$ cat src/rtl/mux_scan_seq.sv
// N-channel, W-bit registered multiplexer with a valid/ready output slot.
// Manual mode selects one channel per cycle; scan mode walks the latched enable mask once.
module mux_scan_seq #(
  parameter int N_CH  = 16,
  parameter int W     = 8,
  parameter int SEL_W = 4   // must equal $clog2(N_CH)
) (
  input  logic                clk,
  input  logic                rst_n,
  input  logic [N_CH*W-1:0]   din,
  input  logic                mode,
  input  logic [SEL_W-1:0]    sel,
  input  logic [N_CH-1:0]     ch_en,
  input  logic                start,
  output logic [W-1:0]        out_data,
  output logic [SEL_W-1:0]    out_ch,
  output logic                out_valid,
  input  logic                out_ready,
  output logic                busy,
  output logic                done,
  output logic                sel_err
);

  // Output handshake: a beat transfers on any edge where out_valid && out_ready.
  // Once raised, out_valid/out_data/out_ch hold until that transfer happens.

  localparam int PW = SEL_W + 1;  // pointer needs one extra bit so N_CH means exhausted

  typedef enum logic {IDLE, SCAN} state_t;

  state_t            state;
  logic [PW-1:0]     ptr;
  logic [N_CH-1:0]   mask;
  logic [W-1:0]      ch [N_CH];
  logic              found;
  logic [SEL_W-1:0]  nxt;
  logic              sel_ok;
  logic              slot_free;

  always_comb begin
    for (int k = 0; k < N_CH; k++) ch[k] = din[k*W +: W];
  end

  // Lowest enabled channel at or above the pointer; descending loop so the lowest wins.
  always_comb begin
    found = 1'b0;
    nxt   = '0;
    for (int j = N_CH - 1; j >= 0; j--) begin
      if (mask[j] && (PW'(j) >= ptr)) begin
        found = 1'b1;
        nxt   = SEL_W'(j);
      end
    end
  end

  assign sel_ok    = ({1'b0, sel} < PW'(N_CH));
  assign slot_free = !out_valid || out_ready;

  always_ff @(posedge clk or negedge rst_n) begin
    if (!rst_n) begin
      state     <= IDLE;
      ptr       <= '0;
      mask      <= '0;
      out_data  <= '0;
      out_ch    <= '0;
      out_valid <= 1'b0;
      busy      <= 1'b0;
      done      <= 1'b0;
      sel_err   <= 1'b0;
    end else begin
      done    <= 1'b0;
      sel_err <= 1'b0;
      // An accepted beat retires unless a capture below replaces it.
      if (out_valid && out_ready) out_valid <= 1'b0;

      case (state)
        IDLE: begin
          if (!mode) begin
            if (!sel_ok) begin
              sel_err <= 1'b1;
            end else if (slot_free) begin
              out_data  <= ch[sel];
              out_ch    <= sel;
              out_valid <= 1'b1;
            end
          end else if (start) begin
            mask <= ch_en;
            ptr  <= '0;
            if (ch_en == '0) begin
              done <= 1'b1;
            end else begin
              state <= SCAN;
              busy  <= 1'b1;
            end
          end
        end

        SCAN: begin
          if (found) begin
            if (slot_free) begin
              out_data  <= ch[nxt];
              out_ch    <= nxt;
              out_valid <= 1'b1;
              ptr       <= PW'(nxt) + PW'(1);
            end
          end else if (slot_free) begin
            // Mask exhausted and the last beat is leaving (or already gone).
            state <= IDLE;
            busy  <= 1'b0;
            done  <= 1'b1;
          end
        end

        default: state <= IDLE;
      endcase
    end
  end

endmodule

$ cat config.mk
export PLATFORM = sky130hd
export DESIGN_NAME = mux_scan_seq
export DESIGN_NICKNAME = d
export VERILOG_FILES = /design/src/rtl/mux_scan_seq.sv
export SDC_FILE = /design/constraint.sdc
export NUM_CORES = 1
export LEC_CHECK = 0
export BUFFER_PORTS_ARGS = -buffer_cell sky130_fd_sc_hd__buf_2
export CORE_ASPECT_RATIO = 2
export CORE_MARGIN = 2
export CORE_UTILIZATION = 55
export CTS_BUF_LIST = sky130_fd_sc_hd__clkbuf_4
export DETAILED_ROUTE_END_ITERATION = 6
export PLACE_DENSITY_LB_ADDON = 0.2
export SLEW_MARGIN = 20
export SYNTH_ARGS = -nofsm -noshare
export SYNTH_HDL_FRONTEND = slang
export SYNTH_SLANG_ARGS = --single-unit
$ cat constraint.sdc
create_clock -name clk -period 5.55 [get_ports clk]
set_input_delay 0.2775 -clock clk [delete_from_list [all_inputs] [get_ports clk]]
set_output_delay 0.2775 -clock clk [all_outputs]
set_load 0.05 [all_outputs]
==> run_results.csv, run 1 <==
group,metric,value,unit
routing,drt_wl_total,12800,um
sta,fmax,280,MHz
clock_tree,cts-buffers-inserted,5,
grt,grt_pass1_wl,20800,um
yosys,yosysWarnings,0,
power,ir_worst_vdd,0.644,mV
yosys,netlist_instances,436,
final_layout,finalNonFillerCells,666,
worst_setup_path,ff2ff_path_depth,10,
routing,drtAntennaViolNets,0,
sta,final.setup_skew,0.0117,ns
place,gp_congestion,0.912,
clock_tree,ctsResizeCount,0,
clock_tree,htreeDepth,2,
yosys,avgSynthCellArea,9.59,sq um
die,num_io_pins,169,
final_layout,drive_above_1_share,42.1,%
power,switchingPower,0.00171,W
min_path,hp-class,"in2async",
yosys,ys.flop_type,"dfrtp_1",
sta,min_period,3.57,ns
clock_tree,clk_pin_slew,0.12,ns
worst_setup_path,reg2reg_to,"out_data[6]$_DFFE_PN0P_",
power,power_leakage,2.22,nW
routing,dr_total_vias,4382,
power,comb_power_share,75.6,%
final_layout,diodes,0,
final_layout,area.growth.synth_to_final,19.2,%
worst_setup_path,critPathMaxFanout,28,
place,port_buffers,167,
yosys,ys_seq_area_share,22.1,%
place,place_hpwl,9780,um
routing,drtIter0Drc,406,
sta,rsz0062_at_grt,"false",
grt,antenna_found_initial,0,
routing,routed_via_density,6.58,
routing,first_pass_iters,6,
routing,wl_per_cell,19.3,um
grt,overflow,0,
grt,grt.total_usage,31.5,%
yosys,synthArstFlopShare,100,%
die,initial_utilization,55.8,%
die,die_h,127,um
status,status,"completed",
yosys,synth_edf_count,0,
die,std_cell_rows,45,
worst_setup_path,crit_path_end_kind,"flip-flop",
clock_tree,tritoncts,"yes",
sta,drv_slew,0,
worst_setup_path,crit_type,"reg2reg",
clock_tree,clock-sinks,37,
clock_tree,clock_latency,0.35,ns
worst_setup_path,start_kind,"flip-flop",
die,die_area,8360,sq um
sta,slew_headroom,27.7,%
clock_tree,postCtsSetupBuffers,0,
clock_tree,clock-root-buffer,"clkbuf_4",
grt,gr-usage-met1,40.5,%
die,die_w,65.7,um
yosys,yosys.cell_types.count,57,
worst_setup_path,cp.arrival,3.83,ns
power,intPower,0.00136,W
clock_tree,clock_path_buffers,2,
yosys,synth_area,4180,sq um
grt,grt_pass1_vias,4420,
grt,grt_max_degree,49,
grt,met3_usage,4.49,%
grt,gr-max-usage-layer,"met2",
sta,setup_violations,0,
routing,drc,0,
grt,met2_usage,53.0,%
sta,hold_viol_final,0,
job,drv_cap,0,
power,power_density,616,nW/um^2
power,swShare,55.6,%
place,dp.cells,658,
die,fp.coreArea,7490,sq um
worst_setup_path,reg2reg_slack,1.98,ns
yosys,ys_ff_latch,37,
sta,worst_pin_slew,1.09,ns
power,pwr-share-seq,18.0,%
sta,period_share,64.4,%
worst_setup_path,critPathRequiredTime,5.81,ns
yosys,syn-num-nets,590,
worst_setup_path,rr_startpoint,"ptr[3]$_DFFE_PN0P_",
clock_tree,cts_hold_buf,0,
power,power.share.clock,6.4,%
sta,finalSetupTns,0,ns
final_layout,final_nets,725,
-- final cells by class --
| class | instances | area, sq um |
|---|---|---|
| Timing Repair Buffer | 167 | 838 |
| Inverter | 10 | 42.5 |
| Multi-Input combinational cell | 350 | 2980 |
| Tap cell | 94 | 118 |
| Clock inverter | 2 | 38.8 |
| Sequential cell | 37 | 926 |
| Clock buffer | 6 | 45.0 |
| Fill cell | 645 | 2500 |
-- through the flow --
stage	area, sq um	total power (W)	hold slack (ns)	setup WS (ns)	utilization [%]
floorplan	4180	0.00252	-0.0181	2.97	-
global placement	4900	0.00279	0.437	2.18	65.4
detailed placement	4900	0.00283	0.433	2.08	65.4
CTS	4980	0.00304	0.0414	2.05	66.5
global route	4990	0.00331	0.0752	1.66	66.6
finish	4990	0.00307	0.0154	1.98	66.6
-- power by group through the flow --
stage	combinational (W)	clock, W	sequential (W)
floorplan	0.00188	0	0.000643
global placement	0.00224	0	0.000547
detailed placement	0.00228	0	0.000551
CTS	0.00229	0.000202	0.000546
global route	0.00252	0.000211	0.000572
finish	0.00232	0.000197	0.000552
-- registers in the layout, summed over array words and instances, names as in the netlist --
signal and flops:
out_valid 1, done 1, out_data 8, mask 16
state 1, busy 1, out_ch 4, ptr 5
-- layer usage --
| layer | wire [um] | part of all wire, % |
|---|---|---|
| met5 | 0 | 0 |
| met4 | 408 | 3.2 |
| met3 | 1130 | 8.8 |
| met2 | 6350 | 49 |
| met1 | 4940 | 39 |
-- layout by cell type (no fill, tap or decap), types with 7 or more instances in the layout --
| master | n |
|---|---|
| nor4_1 | 9 |
| a31oi_1 | 10 |
| buf_2 | 166 |
| nand2_1 | 55 |
| inv_1 | 8 |
| mux2_2 | 18 |
| a221oi_1 | 7 |
| dfrtp_1 | 37 |
| a21oi_1 | 8 |
| o211ai_1 | 11 |
| mux4_2 | 40 |
| a32o_1 | 9 |
| a22oi_1 | 7 |
| nand3_1 | 25 |
| o21ai_0 | 33 |
| mux2i_1 | 34 |
| nor2_1 | 14 |
-- worst max path at each step --
stage / from / end / slack [ns] / depth (start not counted)
2_1_floorplan: ptr[4]$_DFFE_PN0P_ / out_data[7]$_DFFE_PN0P_ / 2.97 / 12
3_3_place_gp: ptr[3]$_DFFE_PN0P_ / out_data[6]$_DFFE_PN0P_ / 2.18 / 10
3_5_place_dp: ptr[3]$_DFFE_PN0P_ / out_data[6]$_DFFE_PN0P_ / 2.08 / 10
4_1_cts: ptr[3]$_DFFE_PN0P_ / out_data[6]$_DFFE_PN0P_ / 2.05 / 10
5_1_grt: ptr[3]$_DFFE_PN0P_ / out_data[2]$_DFFE_PN0P_ / 1.66 / 10
6_report: ptr[3]$_DFFE_PN0P_ / out_data[6]$_DFFE_PN0P_ / 1.98 / 10
-- Yosys cell counts, types with 4 or more instances --
master     number  share of area [%]
a22o_1          4               0.84
nand3_1        25                3.0
mux2i_1        34                8.1
buf_4           4               0.72
nor2_1         14                1.3
mux2_2         18                4.8
buf_6           4                1.1
o21ai_0        33                3.9
a32o_1          9                2.2
dfrtp_1        37                 22
o211ai_1       11                2.0
o2111ai_1       6                1.3
nor4_1          9                1.3
nand2b_1        5               0.75
and2_1          5               0.75
a221oi_1        7                1.5
clkbuf_1       17                1.5
nor2b_1         4               0.60
a21oi_1         8               0.96
mux4_2         40                 22
nand2_1        55                4.9
buf_2           9                1.1
a31oi_1        10                1.5
inv_1           8               0.72
o21ai_1         5               0.60
and3_1          4               0.60
a22oi_1         7                1.3
-- cells by family after synthesis --
kind of cell | Yosys count | share of synthesized area, %
mux | 92 | 34.5
compound gates | 117 | 19.4
buf+inv | 49 | 6.64
fa+ha+maj | 1 | 0.299
simple gates | 138 | 16.7
xor+xnor | 1 | 0.209
flops | 37 | 22.1
other cells | 1 | 0.0897
-- worst max-delay path, cell delays in order (launching register included) --
cell	delay, ns
dfrtp_1	0.55
nor2_1	0.39
nand4b_1	0.28
o2111ai_1	0.14
o21bai_1	0.12
and2_1	0.54
inv_2	0.37
nor2_1	0.51
a32o_1	0.24
a31oi_1	0.04
a32o_1	0.27
Note: power is estimated with default switching activity, not from simulation.
==> run 2, diff against run 1 <==
ABC_AREA = 1   (was unset)
CORE_UTILIZATION = 53   (was 55)
clock period = 3.3 ns   (was 5.55 ns; I/O delays follow)
==> run 2 against run 1 <==
Sequential cell count unchanged. Wire length increased by 37%. Utilization decreased by 3.1 points. Total power increased by 120%. Design area increased by 14%. Clock power increased by 20%. Critical endpoint is now out_ch[1]$_DFFE_PN0P_.
==> run_results.csv, run 2 <==
group,metric,value,unit
status,status,"completed",
power,ir_worst_vdd,0.989,mV
job,drv_cap,0,
worst_setup_path,critPathMaxFanout,18,
die,die_area,9970,sq um
yosys,synth_xor_area_share,0.181,%
sta,hold_viol_final,0,
worst_setup_path,cpPeakStageDelay,0.51,ns
final_layout,reg_top3,"mask x16, out_data x8, ptr x5",
place,gp_congestion,0.954,
final_layout,top_register,"mask",
routing,routed_via_density,5.79,
yosys,ys.flop_type,"dfrtp_1",
final_layout,final_nets,1151,
final_layout,final_util,63.5,%
sta,drv_slew,0,
routing,drt_wl_total,17600,um
yosys,yosysWarnings,0,
clock_tree,htreeDepth,2,
grt,grt_pass1_wl,28200,um
yosys,yosys.area.top_type_share,19.1,%
grt,grt_pass1_vias,6053,
yosys,synth_area_leaders,"dfrtp_1, nand3_1, nand2_1",
final_layout,mostFrequentLayoutCells,"nand2_1, buf_2, nand3_1",
die,initial_utilization,54.1,%
routing,first_pass_iters,5,
routing,dr_total_vias,6369,
clock_tree,tritoncts,"yes",
sta,fin_ws,0.635,ns
final_layout,area.growth.synth_to_final,17.4,%
yosys,synth_fa_ha_area_share,0.258,%
clock_tree,clock-sinks,37,
min_path,hold-path-endpoint,"mask[13]$_DFFE_PN0P_",
routing,drc,0,
grt,antenna_found_initial,1,
clock_tree,clk_pin_slew,0.12,ns
yosys,synth_compound_area_share,22.7,%
die,std_cell_rows,49,
power,power_density,1190,nW/um^2
clock_tree,clock_path_buffers,2,
sta,rsz0062_at_grt,"false",
sta,final.setup_skew,0.0119,ns
die,num_io_pins,169,
final_layout,fill_cells,965,
clock_tree,clock_latency,0.35,ns
sta,slew_headroom,41.9,%
clock_tree,clock-root-buffer,"clkbuf_4",
min_path,hold_start,"ch_en[13]",
routing,drtAntennaViolNets,0,
power,finalPower,0.00675,W
yosys,synth_top_family_by_area,"simple AND/OR/NAND/NOR gates",
worst_setup_path,cp.arrival,2.91,ns
yosys,yosys.area_share.simple,39.7,%
sta,min_period,2.67,ns
sta,finalSetupTns,0,ns
place,port_buffers,167,
final_layout,drive_above_1_share,20.3,%
routing,drtIter0Drc,357,
worst_setup_path,rr_startpoint,"ptr[4]$_DFFE_PN0P_",
min_path,worstHoldPathCells,3,
yosys,synth_area,4840,sq um
worst_setup_path,critPathRequiredTime,3.54,ns
worst_setup_path,crit_chain,"nor2_4, nand2_1, inv_1, nand3_2, nand2_1, nor3_2, nand2_1, nor3_1, inv_1, nor2_2, a21oi_1, nand2_1, buf_4, inv_1, o21ai_0, o21ai_0",
yosys,netlist_instances,870,
worst_setup_path,crit_path_end_kind,"flip-flop",
yosys,synth_edf_count,0,
die,fp.coreArea,8950,sq um
sta,period_share,80.8,%
worst_setup_path,ff2ff_path_depth,16,
place,pre_cts_slack,0.652,ns
yosys,ys_seq_area_share,19.1,%
clock_tree,cts-buffers-inserted,5,
place,place_hpwl,13400,um
die,die_w,71.6,um
yosys,synth_mux_area_share,0,%
worst_setup_path,cpMaxStageDelayCell,"dfrtp_1",
power,power_leakage,3.19,nW
yosys,ys_ff_latch,37,
worst_setup_path,start_kind,"flip-flop",
yosys,syn-num-nets,1024,
final_layout,largest_reg_flops,16,
grt,grt.total_usage,35.3,%
yosys,synth_common_cells,"nand2_1, nand3_1, inv_1, o21ai_0, a21oi_1",
yosys,avgSynthCellArea,5.57,sq um
worst_setup_path,crit_type,"reg2reg",
yosys,synth_most_common_cell,"nand2_1",
grt,overflow,0,
die,die_h,139,um
sta,worst_pin_slew,0.863,ns
final_layout,final_common_cell,"nand2_1",
worst_setup_path,crit_top_cell,"nand2_1",
yosys,yosys.area.top_type,"dfrtp_1",
yosys,synthArstFlopShare,100,%
sta,fmax,375,MHz
worst_setup_path,reg2reg_to,"out_ch[1]$_DFFE_PN0P_",
grt,grt_max_degree,65,
worst_setup_path,reg2reg_slack,0.63,ns
yosys,yosys.cell_types.count,35,
routing,wl_per_cell,16.0,um
min_path,hp-class,"in2reg",
sta,setup_violations,0,
-- run 2: cell count changes after synthesis, moves of 40 or more --
cell / delta
nand2_1: +125
nand3_1: +127
o21ai_0: +77
a21oi_1: +47
inv_1: +131
mux4_2: -40
-- run 2: what timing repair did --
action                     in CTS  in global routing
resized for setup               0                  0
hold buffers                    1                  0
hold endpoints to repair       37                  0
setup endpoints to repair       0                  0
buffers inserted                0                  0
-- run 2: stage by stage --
| stage | instance area [sq um] | instances | hold WS [ns] |
|---|---|---|---|
| after floorplan | 4840 | 870 | -0.131 |
| after global placement | 5620 | 1091 | 0.316 |
| after detailed placement | 5620 | 1091 | 0.315 |
| after CTS | 5680 | 1099 | 0.0723 |
| after global routing | 5690 | 1100 | 0.0925 |
| final | 5690 | 1100 | 0.0840 |
-- run 2: layout make-up --
cell class | instances | area, sq um | area share [%]
Sequential cell | 37 | 926 | 16.3
Inverter | 147 | 552 | 9.71
Tap cell | 102 | 128 | 2.24
Clock inverter | 2 | 11.3 | 0.198
Timing Repair Buffer | 182 | 976 | 17.2
Multi-Input combinational cell | 624 | 3050 | 53.7
Antenna cell | 1 | 2.50 | 0.0440
Clock buffer | 5 | 37.5 | 0.660
-- run 2: where the power goes --
group	internal [W]	total, W	switching, W
sequential	0.000669	0.000848	0.000179
clock	0.0000766	0.000236	0.000159
combinational	0.00177	0.00567	0.00390
total	0.00251	0.00675	0.00424
-- run 2: kinds of logic after synthesis --
group                      after synthesis
buffers and inverters                  209
other                                    1
AOI/OAI and AO/OA                      204
xor gates and xnor gates                 1
adders and majority gates                1
DFF                                     37
and+or+nand+nor                        417
-- run 2: worst max path at each step --
stage	slack [ns]	cells after the start	startpoint	to
final	0.63	16	ptr[4]$_DFFE_PN0P_	out_ch[1]$_DFFE_PN0P_
after global routing	0.29	16	ptr[2]$_DFFE_PN0P_	out_ch[1]$_DFFE_PN0P_
after CTS	0.62	16	ptr[4]$_DFFE_PN0P_	out_ch[1]$_DFFE_PN0P_
after detailed placement	0.65	16	ptr[4]$_DFFE_PN0P_	out_ch[1]$_DFFE_PN0P_
after global placement	0.69	16	ptr[4]$_DFFE_PN0P_	out_ch[0]$_DFFE_PN0P_
after floorplan	1.19	21	ptr[4]$_DFFE_PN0P_	ptr[2]$_DFFE_PN0P_
-- run 2: worst max-delay path, delay by kind of cell (launching register included) --
family,cells,cell delay [ns]
and+or+nand+nor,9,1.25
buffers and inverters,4,0.55
DFF,1,0.51
AOI/OAI and AO/OA,3,0.24
-- run 2: per-layer routing --
layer  share of wire (%)  track usage (%)  vias up
met5                   0                0        -
li1                    -                -     3107
met1                  34             38.1     2800
met2                  51             61.2      361
met3                 6.6             3.19      101
met4                 8.2             26.8        0
==> run 3, diff against run 2 <==
clock period = 2.63 ns   (was 3.3 ns; I/O delays follow)
==> run 3 against run 2 <==
The run now ends with DRC left. Utilization is 2.1 points higher. Clock-buffer cell count stayed put. Sequential cell count stayed put. Sequential share of layout area is 0.51 points lower. Total power is 39% higher. Critical path depth is 4 higher. Fmax is 7.4% higher. Register-to-register slack worse by 0.49 ns. Worst setup slack worse by 0.49 ns. Critical endpoint is now ptr[2]$_DFFE_PN0P_.
==> run_results.csv, run 3 (same netlist as run 2, synthesis figures left out) <==
group,metric,value,unit
grt,grt_max_degree,66,
place,port_buffers,167,
routing,dr_total_vias,6624,
clock_tree,clk_pin_slew,0.12,ns
worst_setup_path,crit_type,"reg2reg",
routing,first_pass_iters,7,
sta,drv_slew,0,
min_path,hp-class,"in2reg",
clock_tree,cts-buffers-inserted,5,
worst_setup_path,start_kind,"flip-flop",
worst_setup_path,critPathRequiredTime,2.87,ns
final_layout,final_common_cell,"nand2_1",
sta,min_period,2.48,ns
final_layout,drive_above_1_share,22.0,%
die,initial_utilization,54.1,%
grt,met2_usage,65.1,%
sta,final.setup_skew,0.0177,ns
sta,worst_pin_slew,0.902,ns
worst_setup_path,ff2ff_path_depth,20,
final_layout,mostFrequentLayoutCells,"nand2_1, buf_2, nand3_1",
final_layout,top_register,"mask",
die,fp.coreArea,8950,sq um
die,num_io_pins,169,
sta,period_share,94.3,%
clock_tree,tritoncts,"yes",
worst_setup_path,cp.arrival,2.72,ns
worst_setup_path,critPathMaxFanout,28,
min_path,hold-path-endpoint,"mask[15]$_DFFE_PN0P_",
sta,hold_viol_final,0,
sta,fmax,403,MHz
grt,overflow,0,
die,std_cell_rows,49,
clock_tree,clock-root-buffer,"clkbuf_4",
grt,grt_pass1_vias,6214,
min_path,hold_start,"ch_en[15]",
sta,rsz0062_at_grt,"true",
worst_setup_path,crit_path_end_kind,"flip-flop",
final_layout,multiInputGateArea,3070,sq um
power,ir_worst_vdd,1.43,mV
final_layout,reg_top3,"mask x16, out_data x8, ptr x5",
place,gp_congestion,1.01,
grt,antenna_found_initial,2,
sta,slew_headroom,39.8,%
final_layout,fill_cells,948,
status,status,"finished, violations left",
die,die_area,9970,sq um
routing,routed_via_density,5.94,
die,die_h,139,um
grt,gr-usage-met1,38.3,%
clock_tree,clock_path_buffers,2,
sta,setup_violations,0,
worst_setup_path,reg2reg_to,"ptr[2]$_DFFE_PN0P_",
routing,drc,13,
power,power_leakage,3.28,nW
place,place_hpwl,13900,um
grt,grt.total_usage,37.0,%
clock_tree,clock-sinks,37,
sta,finalSetupTns,0,ns
grt,met3_usage,4.92,%
die,die_w,71.6,um
routing,wl_per_cell,17.1,um
power,power_density,1600,nW/um^2
place,pre_cts_slack,0.152,ns
final_layout,final_nets,1164,
worst_setup_path,rr_startpoint,"ptr[4]$_DFFE_PN0P_",
grt,gr-max-usage-layer,"met2",
clock_tree,htreeDepth,2,
final_layout,regArea,927,sq um
min_path,worstHoldPathCells,3,
final_layout,area.growth.synth_to_final,21.3,%
clock_tree,clock_latency,0.38,ns
status,violations,"DRC",
final_layout,largest_reg_flops,16,
power,finalPower,0.00938,W
final_layout,final_util,65.6,%
job,drv_cap,0,
routing,drt_wl_total,19100,um
sta,fin_ws,0.149,ns
routing,drtIter0Drc,552,
grt,grt_pass1_wl,29200,um
routing,drtAntennaViolNets,0,
worst_setup_path,reg2reg_slack,0.15,ns
[run 3: final cells by class]
| type | count | share of cell area [%] |
|---|---|---|
| Sequential cell | 37 | 15.8 |
| Antenna cell | 2 | 0.0852 |
| Clock buffer | 5 | 0.639 |
| Inverter | 147 | 9.43 |
| Clock inverter | 3 | 0.298 |
| Multi-Input combinational cell | 624 | 52.3 |
| Timing Repair Buffer | 195 | 19.3 |
| Tap cell | 102 | 2.17 |
[run 3: worst max-delay path by stage]
stage / start / endpoint
floorplan: ptr[4]$_DFFE_PN0P_ / ptr[2]$_DFFE_PN0P_
global placement: ptr[2]$_DFFE_PN0P_ / out_data[1]$_DFFE_PN0P_
detailed placement: ptr[2]$_DFFE_PN0P_ / out_data[4]$_DFFE_PN0P_
CTS: ptr[4]$_DFFE_PN0P_ / out_data[1]$_DFFE_PN0P_
global route: ptr[1]$_DFFE_PN0P_ / out_data[2]$_DFFE_PN0P_
finish: ptr[4]$_DFFE_PN0P_ / ptr[2]$_DFFE_PN0P_
[run 3: power by group]
part / internal [W] / total (W) / switching, W
sequential: 0.000840 / 0.00103 / 0.000191
clock: 0.000101 / 0.000326 / 0.000225
combinational: 0.00274 / 0.00802 / 0.00528
[run 3: per-stage QoR]
stage	hold slack, ns	instance area [sq um]	instances
3_3_place_gp	0.285	5710	1101
6_report	0.0310	5880	1115
4_1_cts	0.0232	5780	1110
2_1_floorplan	-0.164	4840	870
5_1_grt	0.0354	5880	1115
3_5_place_dp	0.287	5710	1101
[run 3: repair_timing]
| action | 4_1_cts | 5_1_grt |
|---|---|---|
| gates resized for setup | 0 | 14 |
| buffers inserted | 0 | 1 |
| hold endpoints to repair | 37 | 0 |
| setup endpoints to repair | 0 | 12 |
| hold buffers | 1 | 0 |
[run 3: routing by layer]
metal  part of all wire [%]  vias up
li1                       -     3133
met1                     33     2941
met2                     51      440
met3                    8.6      110
met4                    7.9        0
met5                      0        -
[run 3: critical path, stage by stage (launching register included)]
cell and delay [ns]:
dfrtp_2 0.50, nor2_1 0.17, nand3_1 0.09, nand2_1 0.06, nand2_1 0.07, nand2_1 0.06
nand2_1 0.04, nand2_1 0.05, nand2_1 0.05, nand3_1 0.09, nand2_1 0.06, nand2_1 0.09
nand2_4 0.11, nand2_2 0.16, buf_12 0.19, inv_1 0.06, ha_1 0.21, nor2_1 0.10
nor2_1 0.05, nand2_1 0.05, o21ai_0 0.09
